## src/rtl/alu_arbiter_pkg.sv

```systemverilog
// Shared constants for the two-requester ALU arbiter: function codes and FSM states.
package alu_arbiter_pkg;

  localparam logic [3:0] FN_ADD    = 4'b0000;
  localparam logic [3:0] FN_SUB    = 4'b1000;
  localparam logic [3:0] FN_SLL    = 4'b0001;
  localparam logic [3:0] FN_SLT    = 4'b0010;
  localparam logic [3:0] FN_SLTU   = 4'b0011;
  localparam logic [3:0] FN_XOR    = 4'b0100;
  localparam logic [3:0] FN_SRL    = 4'b0101;
  localparam logic [3:0] FN_SRA    = 4'b1101;
  localparam logic [3:0] FN_OR     = 4'b0110;
  localparam logic [3:0] FN_AND    = 4'b0111;
  localparam logic [3:0] FN_PASS_B = 4'b1110;

  typedef enum logic [1:0] {
    ST_IDLE = 2'd0,
    ST_EXEC = 2'd1,
    ST_RESP = 2'd2
  } state_t;

endpackage

```

## src/rtl/alu_arbiter_alu.sv

```systemverilog
// Purely combinational ALU; shifts use the low six bits of b, unknown codes give zero.
module alu_arbiter_alu
  import alu_arbiter_pkg::*;
#(
  parameter int DATA_W = 64,
  parameter int FUNC_W = 4
) (
  input  logic [DATA_W-1:0] a,
  input  logic [DATA_W-1:0] b,
  input  logic [FUNC_W-1:0] func,
  output logic [DATA_W-1:0] y
);

  logic [5:0] shamt;

  assign shamt = b[5:0];

  always_comb begin
    y = '0;
    case (func)
      FUNC_W'(FN_ADD):    y = a + b;
      FUNC_W'(FN_SUB):    y = a - b;
      FUNC_W'(FN_SLL):    y = a << shamt;
      FUNC_W'(FN_SLT):    y = DATA_W'($signed(a) < $signed(b));
      FUNC_W'(FN_SLTU):   y = DATA_W'(a < b);
      FUNC_W'(FN_XOR):    y = a ^ b;
      FUNC_W'(FN_SRL):    y = a >> shamt;
      FUNC_W'(FN_SRA):    y = $signed(a) >>> shamt;
      FUNC_W'(FN_OR):     y = a | b;
      FUNC_W'(FN_AND):    y = a & b;
      FUNC_W'(FN_PASS_B): y = b;
      default:            y = '0;
    endcase
  end

endmodule

```

## src/rtl/alu_arbiter.sv

```systemverilog
// Round-robin arbiter sharing one ALU between two requesters, one operation in flight.
// Flow is IDLE -> EXEC -> RESP; a new request may be taken in the RESP handshake cycle.
module alu_arbiter
  import alu_arbiter_pkg::*;
#(
  parameter int DATA_W = 64,
  parameter int FUNC_W = 4
) (
  input  logic              clk,
  input  logic              rst,
  input  logic              req0_valid,
  output logic              req0_ready,
  input  logic [DATA_W-1:0] req0_a,
  input  logic [DATA_W-1:0] req0_b,
  input  logic [FUNC_W-1:0] req0_func,
  input  logic              req1_valid,
  output logic              req1_ready,
  input  logic [DATA_W-1:0] req1_a,
  input  logic [DATA_W-1:0] req1_b,
  input  logic [FUNC_W-1:0] req1_func,
  output logic              rsp0_valid,
  input  logic              rsp0_ready,
  output logic              rsp1_valid,
  input  logic              rsp1_ready,
  output logic [DATA_W-1:0] rsp_data
);

  state_t            state;
  logic              owner;
  logic              lastGrant;
  logic [DATA_W-1:0] opA;
  logic [DATA_W-1:0] opB;
  logic [FUNC_W-1:0] opFunc;
  logic [DATA_W-1:0] result;
  logic [DATA_W-1:0] aluOut;
  logic              ownerReady;
  logic              canAccept;
  logic              grant0;
  logic              grant1;
  logic              accept;

  alu_arbiter_alu #(
    .DATA_W(DATA_W),
    .FUNC_W(FUNC_W)
  ) u_alu (
    .a   (opA),
    .b   (opB),
    .func(opFunc),
    .y   (aluOut)
  );

  // Requester 0 wins unless requester 1 is also asking and 0 had the last grant.
  always_comb begin
    ownerReady = owner ? rsp1_ready : rsp0_ready;
    canAccept  = !rst && ((state == ST_IDLE) || ((state == ST_RESP) && ownerReady));
    grant0     = req0_valid && (!req1_valid || lastGrant);
    grant1     = req1_valid && !grant0;
    req0_ready = canAccept && grant0;
    req1_ready = canAccept && grant1;
    accept     = req0_ready || req1_ready;
  end

  always_ff @(posedge clk or posedge rst) begin
    if (rst) begin
      state      <= ST_IDLE;
      owner      <= 1'b0;
      lastGrant  <= 1'b1;
      opA        <= '0;
      opB        <= '0;
      opFunc     <= '0;
      result     <= '0;
      rsp0_valid <= 1'b0;
      rsp1_valid <= 1'b0;
    end else begin
      if (accept) begin
        opA       <= grant1 ? req1_a : req0_a;
        opB       <= grant1 ? req1_b : req0_b;
        opFunc    <= grant1 ? req1_func : req0_func;
        owner     <= grant1;
        lastGrant <= grant1;
      end
      case (state)
        ST_IDLE: begin
          if (accept) state <= ST_EXEC;
        end
        ST_EXEC: begin
          result     <= aluOut;
          rsp0_valid <= !owner;
          rsp1_valid <= owner;
          state      <= ST_RESP;
        end
        ST_RESP: begin
          if (ownerReady) begin
            rsp0_valid <= 1'b0;
            rsp1_valid <= 1'b0;
            state      <= accept ? ST_EXEC : ST_IDLE;
          end
        end
        default: state <= ST_IDLE;
      endcase
    end
  end

  assign rsp_data = result;

endmodule

```

## config.mk

```make
export PLATFORM = sky130hd
export DESIGN_NAME = alu_arbiter
export DESIGN_NICKNAME = d
export VERILOG_FILES = /design/src/rtl/alu_arbiter_pkg.sv /design/src/rtl/alu_arbiter_alu.sv /design/src/rtl/alu_arbiter.sv
export SDC_FILE = /design/constraint.sdc
export NUM_CORES = 2
export LEC_CHECK = 0
export ABC_AREA = 1
export CORE_ASPECT_RATIO = 1.25
export CORE_UTILIZATION = 30
export CTS_CLUSTER_SIZE = 25
export DETAILED_ROUTE_END_ITERATION = 10
export HOLD_SLACK_MARGIN = 0.06
export PLACE_DENSITY = 0.58
export SETUP_SLACK_MARGIN = 0.3
export SYNTH_ARGS = -nofsm -noshare
export SYNTH_HDL_FRONTEND = slang
export SYNTH_SLANG_ARGS = --single-unit
```

## constraint.sdc

```tcl
create_clock -name clk -period 11.51 [get_ports clk]
set_clock_uncertainty 0.2 [all_clocks]
set_input_delay 2.302 -clock clk [delete_from_list [all_inputs] [get_ports clk]]
set_output_delay 2.302 -clock clk [all_outputs]
set_load 0.1 [all_outputs]
```

== Word-level counts from Yosys, hierarchy flattened ==
Index checks and enable logic that the tools add are counted.

* Add/sub/neg operators: 2
* $lt $le $gt $ge: 2
* Equality and inequality tests: 14
* Shifts and indexed selects: 3
* Muxes and demuxes: 12
* Bitwise operators: 3
* Reductions and logical operators: 18

{| class="wikitable"
|+ Operator list
! kind !! number
|-
| $pmux 64 s11 || 1
|-
| $lt 64x64->1 || 2
|-
| $mux 64 || 2
|-
| $add 64x64->64 || 1
|-
| $and 64x64->64 || 1
|-
| $or 64x64->64 || 1
|-
| $shl 64x6->64 || 1
|-
| $shr 64x6->64 || 1
|-
| $sshr 64x6->64 || 1
|-
| $sub 64x64->64 || 1
|-
| $xor 64x64->64 || 1
|-
| $eq 4x3->1 const B || 4
|-
| $eq 4x4->1 const B || 3
|-
| $eq 4x2->1 const B || 2
|-
| $logic_and 1x1->1 || 6
|-
| $pmux 2 s3 || 1
|-
| $eq 4x1->1 const B || 1
|-
| $logic_not 1->1 || 4
|-
| $logic_not 4->1 || 1
|-
| $mux 2 || 2
|-
| $mux 4 || 1
|-
| $ne 2x2->1 const B || 2
|-
| $pmux 1 s2 || 2
|-
| $reduce_and 2->1 || 2
|-
| other kinds (6) || 10
|}

* Bits in registers: 202
* Bits of input ports: 270
* Output and inout bits: 68

== Depth between registers and ports, before layout ==
* Depth in word-level cells: 10
* Gate-level depth with buffers: 23

== Hierarchy ==
From an unflattened synthesis, not the netlist that was laid out.

* Cells, all modules: 6421
* Area total of the unflattened synthesis: 33638.5 um^2

{| class="wikitable"
|+ Modules (own cells, without submodules)
! module !! instances !! cells each !! area an instance (um^2) !! sequential area each (um^2)
|-
| alu_arbiter_alu || 1 || 5122 || 24011.8 || 0.0
|-
| alu_arbiter || 1 || 1299 || 9626.7 || 5056.1
|}

== Worst setup path after synthesis ==
Ideal clock, no wire load.

* Kind: input to output
* From: input port rst
* To: output port req0_ready
* Data arrival time: 8.503 ns
* Data required time: 9.008 ns
* Path slack: 0.505 ns
* Stages on the path: 3
* Path buffers: 0
* Cells stage by stage: inv_1 nand3_1 nor2_1

* Cells in the longest elaborated chain, start to end: 3

{| class="wikitable"
|+ RTL lines
! element !! line !! source
|-
| from (decl) || alu_arbiter.sv:10 || <nowiki>input logic rst,</nowiki>
|-
| $logic_not 1->1 (no source line) || -- ||
|-
| $logic_and 1x1->1 || alu_arbiter.sv:55 || <nowiki>canAccept = !rst && ((state == ST_IDLE) || ((state == ST_RESP) && ownerReady));</nowiki>
|-
| $logic_and 1x1->1 || alu_arbiter.sv:58 || <nowiki>req0_ready = canAccept && grant0;</nowiki>
|-
| to (decl) || alu_arbiter.sv:12 || <nowiki>output logic req0_ready,</nowiki>
|}

No other way between the ends.

== Worst setup path after layout ==
* From: input port req1_valid
* To: output port req1_ready

* Cells in the longest elaborated chain, start to end: 6

{| class="wikitable"
|+ RTL lines
! element !! line !! source
|-
| from (decl) || alu_arbiter.sv:16 || <nowiki>input logic req1_valid,</nowiki>
|-
| $logic_not 1->1 || alu_arbiter.sv:56 || <nowiki>grant0 = req0_valid && (!req1_valid || lastGrant);</nowiki>
|-
| $logic_or 1x1->1 || alu_arbiter.sv:56 ||
|-
| $logic_and 1x1->1 || alu_arbiter.sv:56 ||
|-
| $logic_not 1->1 || alu_arbiter.sv:57 || <nowiki>grant1 = req1_valid && !grant0;</nowiki>
|-
| $logic_and 1x1->1 (*) || alu_arbiter.sv:57 ||
|-
| $logic_and 1x1->1 (*) || alu_arbiter.sv:59 || <nowiki>req1_ready = canAccept && grant1;</nowiki>
|-
| to (decl) || alu_arbiter.sv:17 || <nowiki>output logic req1_ready,</nowiki>
|}

Every way passes the cells marked *; elsewhere a longest branch is shown, timed or not.

==> flow_summary.toml <==
[clocking]
clkSinkCount = 202
numCtsBuffers = 24
cts.hold.buffers_added = 0
postCtsSetupBuffers = 0
htree_levels = 1
cts_tree = "yes"
clkLatencyLatePin_ns = 0.60
cts_resized = 0
root_buffer = "clkbuf_16"
clk_path_buf_depth = 3
path_clk_slew_ns = 0.06

[synthesis]
syn_inst = 6208
synthArstFlopShare = 1.00
synth_edf_count = 0
avgSynthCellArea_um2 = 5.23
synth.yosys.seq_area_share = 0.156
synth_seq_cells = 202
synth_area_leaders = "nand2_1, nand3_1, dfrtp_1, inv_1, ha_1"
synth_area_leader_cell = "nand2_1"
synth_nets = 6673
ys_types = 45
synth_area_um2 = 32500
yosys_most_used_dff = "dfrtp_1"
yosys_warnings = 0
netlist.area_leader.share = 0.274

[min_path]
hold_class = "flip-flop to flip-flop"
min_to = "state[1]"
whs_path_depth = 1
hp-start = "state[0]"

[setup_path]
cp.arrival_ns = 5.04
r2r_cells = 12
crit_fanout = 61
worst_setup_path_start_kind = "primary input"
reg2reg_to = "rsp_data[45]"
required_ns = 9.01
critPathCaptureType = "output pin"
crit_type = "primary input to output pin"
r2r_start = "opB[3]"
r2r_slack_ns = 6.77

[detailed_routing]
vias = 42800
via_per_inst = 5.51
postRouteWirelength_um = 192000
post-route-drc-count = 0
first_pass_iters = 6
drt_iter0_drc = 5152
ant_nets = 0
wl_per_cell_um = 24.7

[sta]
hold_violations = 0
grt_setup_unrepaired = "false"
fmax_mhz = 133
timing.slew.headroom = 0.152
maxSlewViolCount = 0
final.min_clock_period_ns = 7.54
fin_crit_sh = 0.655
fin_setup_tns_ns = 0
setup_viol = 0
tightest_slew_ns = 1.27

[finish]
drive_above_1_share = 0.0226
fill_cells = 12700
area_growth_pct = 15.6
multi_input_area_um2 = 23000
final_cell_mix = "nand2_1, nand3_1, inv_1"
finalNonFillerCells = 7769
fin_nets = 6785
final_common_cell = "nand2_1"
seqCellArea_um2 = 5070

[flow_run]
cap_violations = 0

[placement]
place_inst = 7722
globalplace.congestion = 1.09
port_buffers = 337
dpl.hpwl_um = 157000

[floorplan]
die_area_um2 = 110000
fp.dieH_um = 370
rows = 134
initial_utilization = 0.304
io_pins = 338
core_um2 = 107000
fp.dieW_um = 296

[global_route]
grtUsageTotal = 0.341
antenna_found_initial = 9
grt_pass1_vias = 40200
grt_start_max_net_pins = 181
grt_pass1_wl_um = 270000
overflow = 0

[status]
status = "finished, final reports clean"
[state kept, by name, indices dropped and copies added, names as in the netlist]
name / flops
opB: 64
opA: 64
rsp0_valid: 1
rsp_data: 64
rsp1_valid: 1
owner: 1
opFunc: 4
lastGrant: 1
state: 2
[cells in the mapped netlist, types with 16 or more instances]
cell and count:
nand2_1 2367, nand3_1 1073, inv_1 780, nor2_1 515
dfrtp_1 201, ha_1 193, a21oi_1 160, a31oi_1 137
buf_2 136, clkbuf_1 109, o21ai_0 103, o22ai_1 88
nor3_1 57, buf_1 52, nand4_1 52, o21ai_1 27
and2_1 21, o211ai_1 18, o21bai_1 16
[per-stage QoR]
stage / util / worst slack [ns] / hold WS [ns] / area (um^2)
6_report: 0.351 / 3.97 / 0.269 / 37600
5_1_grt: 0.351 / 3.74 / 0.300 / 37500
4_1_cts: 0.351 / 3.93 / 0.272 / 37500
3_5_place_dp: 0.344 / 3.94 / 0.262 / 36800
3_3_place_gp: 0.344 / 3.94 / 0.264 / 36800
2_1_floorplan: - / 0.505 / 0.236 / 32500
[per-layer routing]
| metal | share of wire | vias up | GRT usage | wire, um |
|---|---|---|---|---|
| li1 | - | 20100 | - | - |
| met1 | 0.38 | 19900 | 0.414 | 73500 |
| met2 | 0.45 | 2260 | 0.551 | 86600 |
| met3 | 0.091 | 505 | 0.0596 | 17400 |
| met4 | 0.075 | 8 | 0.221 | 14500 |
| met5 | 0.00033 | - | 0 | 64 |
[critical path, cell delays in order]
cell             delay (ns)
clkdlybuf4s50_1        0.54
a21boi_0               0.11
inv_1                  0.18
nand2_4                0.46
nor2_1                 0.28
clkdlybuf4s50_1        1.16
[area by class of cell]
class	instances	area share
sequential	202	0.135
inverter	797	0.0801
multi-input combinational	4894	0.613
antenna	3	0.000200
timing repair buffer	401	0.103
clock buffer	40	0.0200
tap	1428	0.0476
clock inverter	4	0.000766
[worst max path at each step]
stage,slack (ns),start,cells after the start,to
global route,3.74,req1_valid,6,req1_ready
floorplan,0.50,rst,3,req0_ready
finish,3.97,req1_valid,6,req1_ready
global placement,3.94,req1_valid,6,req1_ready
detailed placement,3.94,req1_valid,6,req1_ready
CTS,3.93,req1_valid,6,req1_ready
[logic make-up after synthesis]
group | count (synthesis) | synth area share
compound gates | 573 | 0.102
xor+xnor | 4 | 0.00108
fa+ha+maj | 195 | 0.0756
buf+inv | 1112 | 0.136
flops | 202 | 0.156
simple gates | 4122 | 0.529
Power is left out: the tool's default activity adds up to more than one toggle a clock period on the data nets, which glitch-free logic cannot reach.
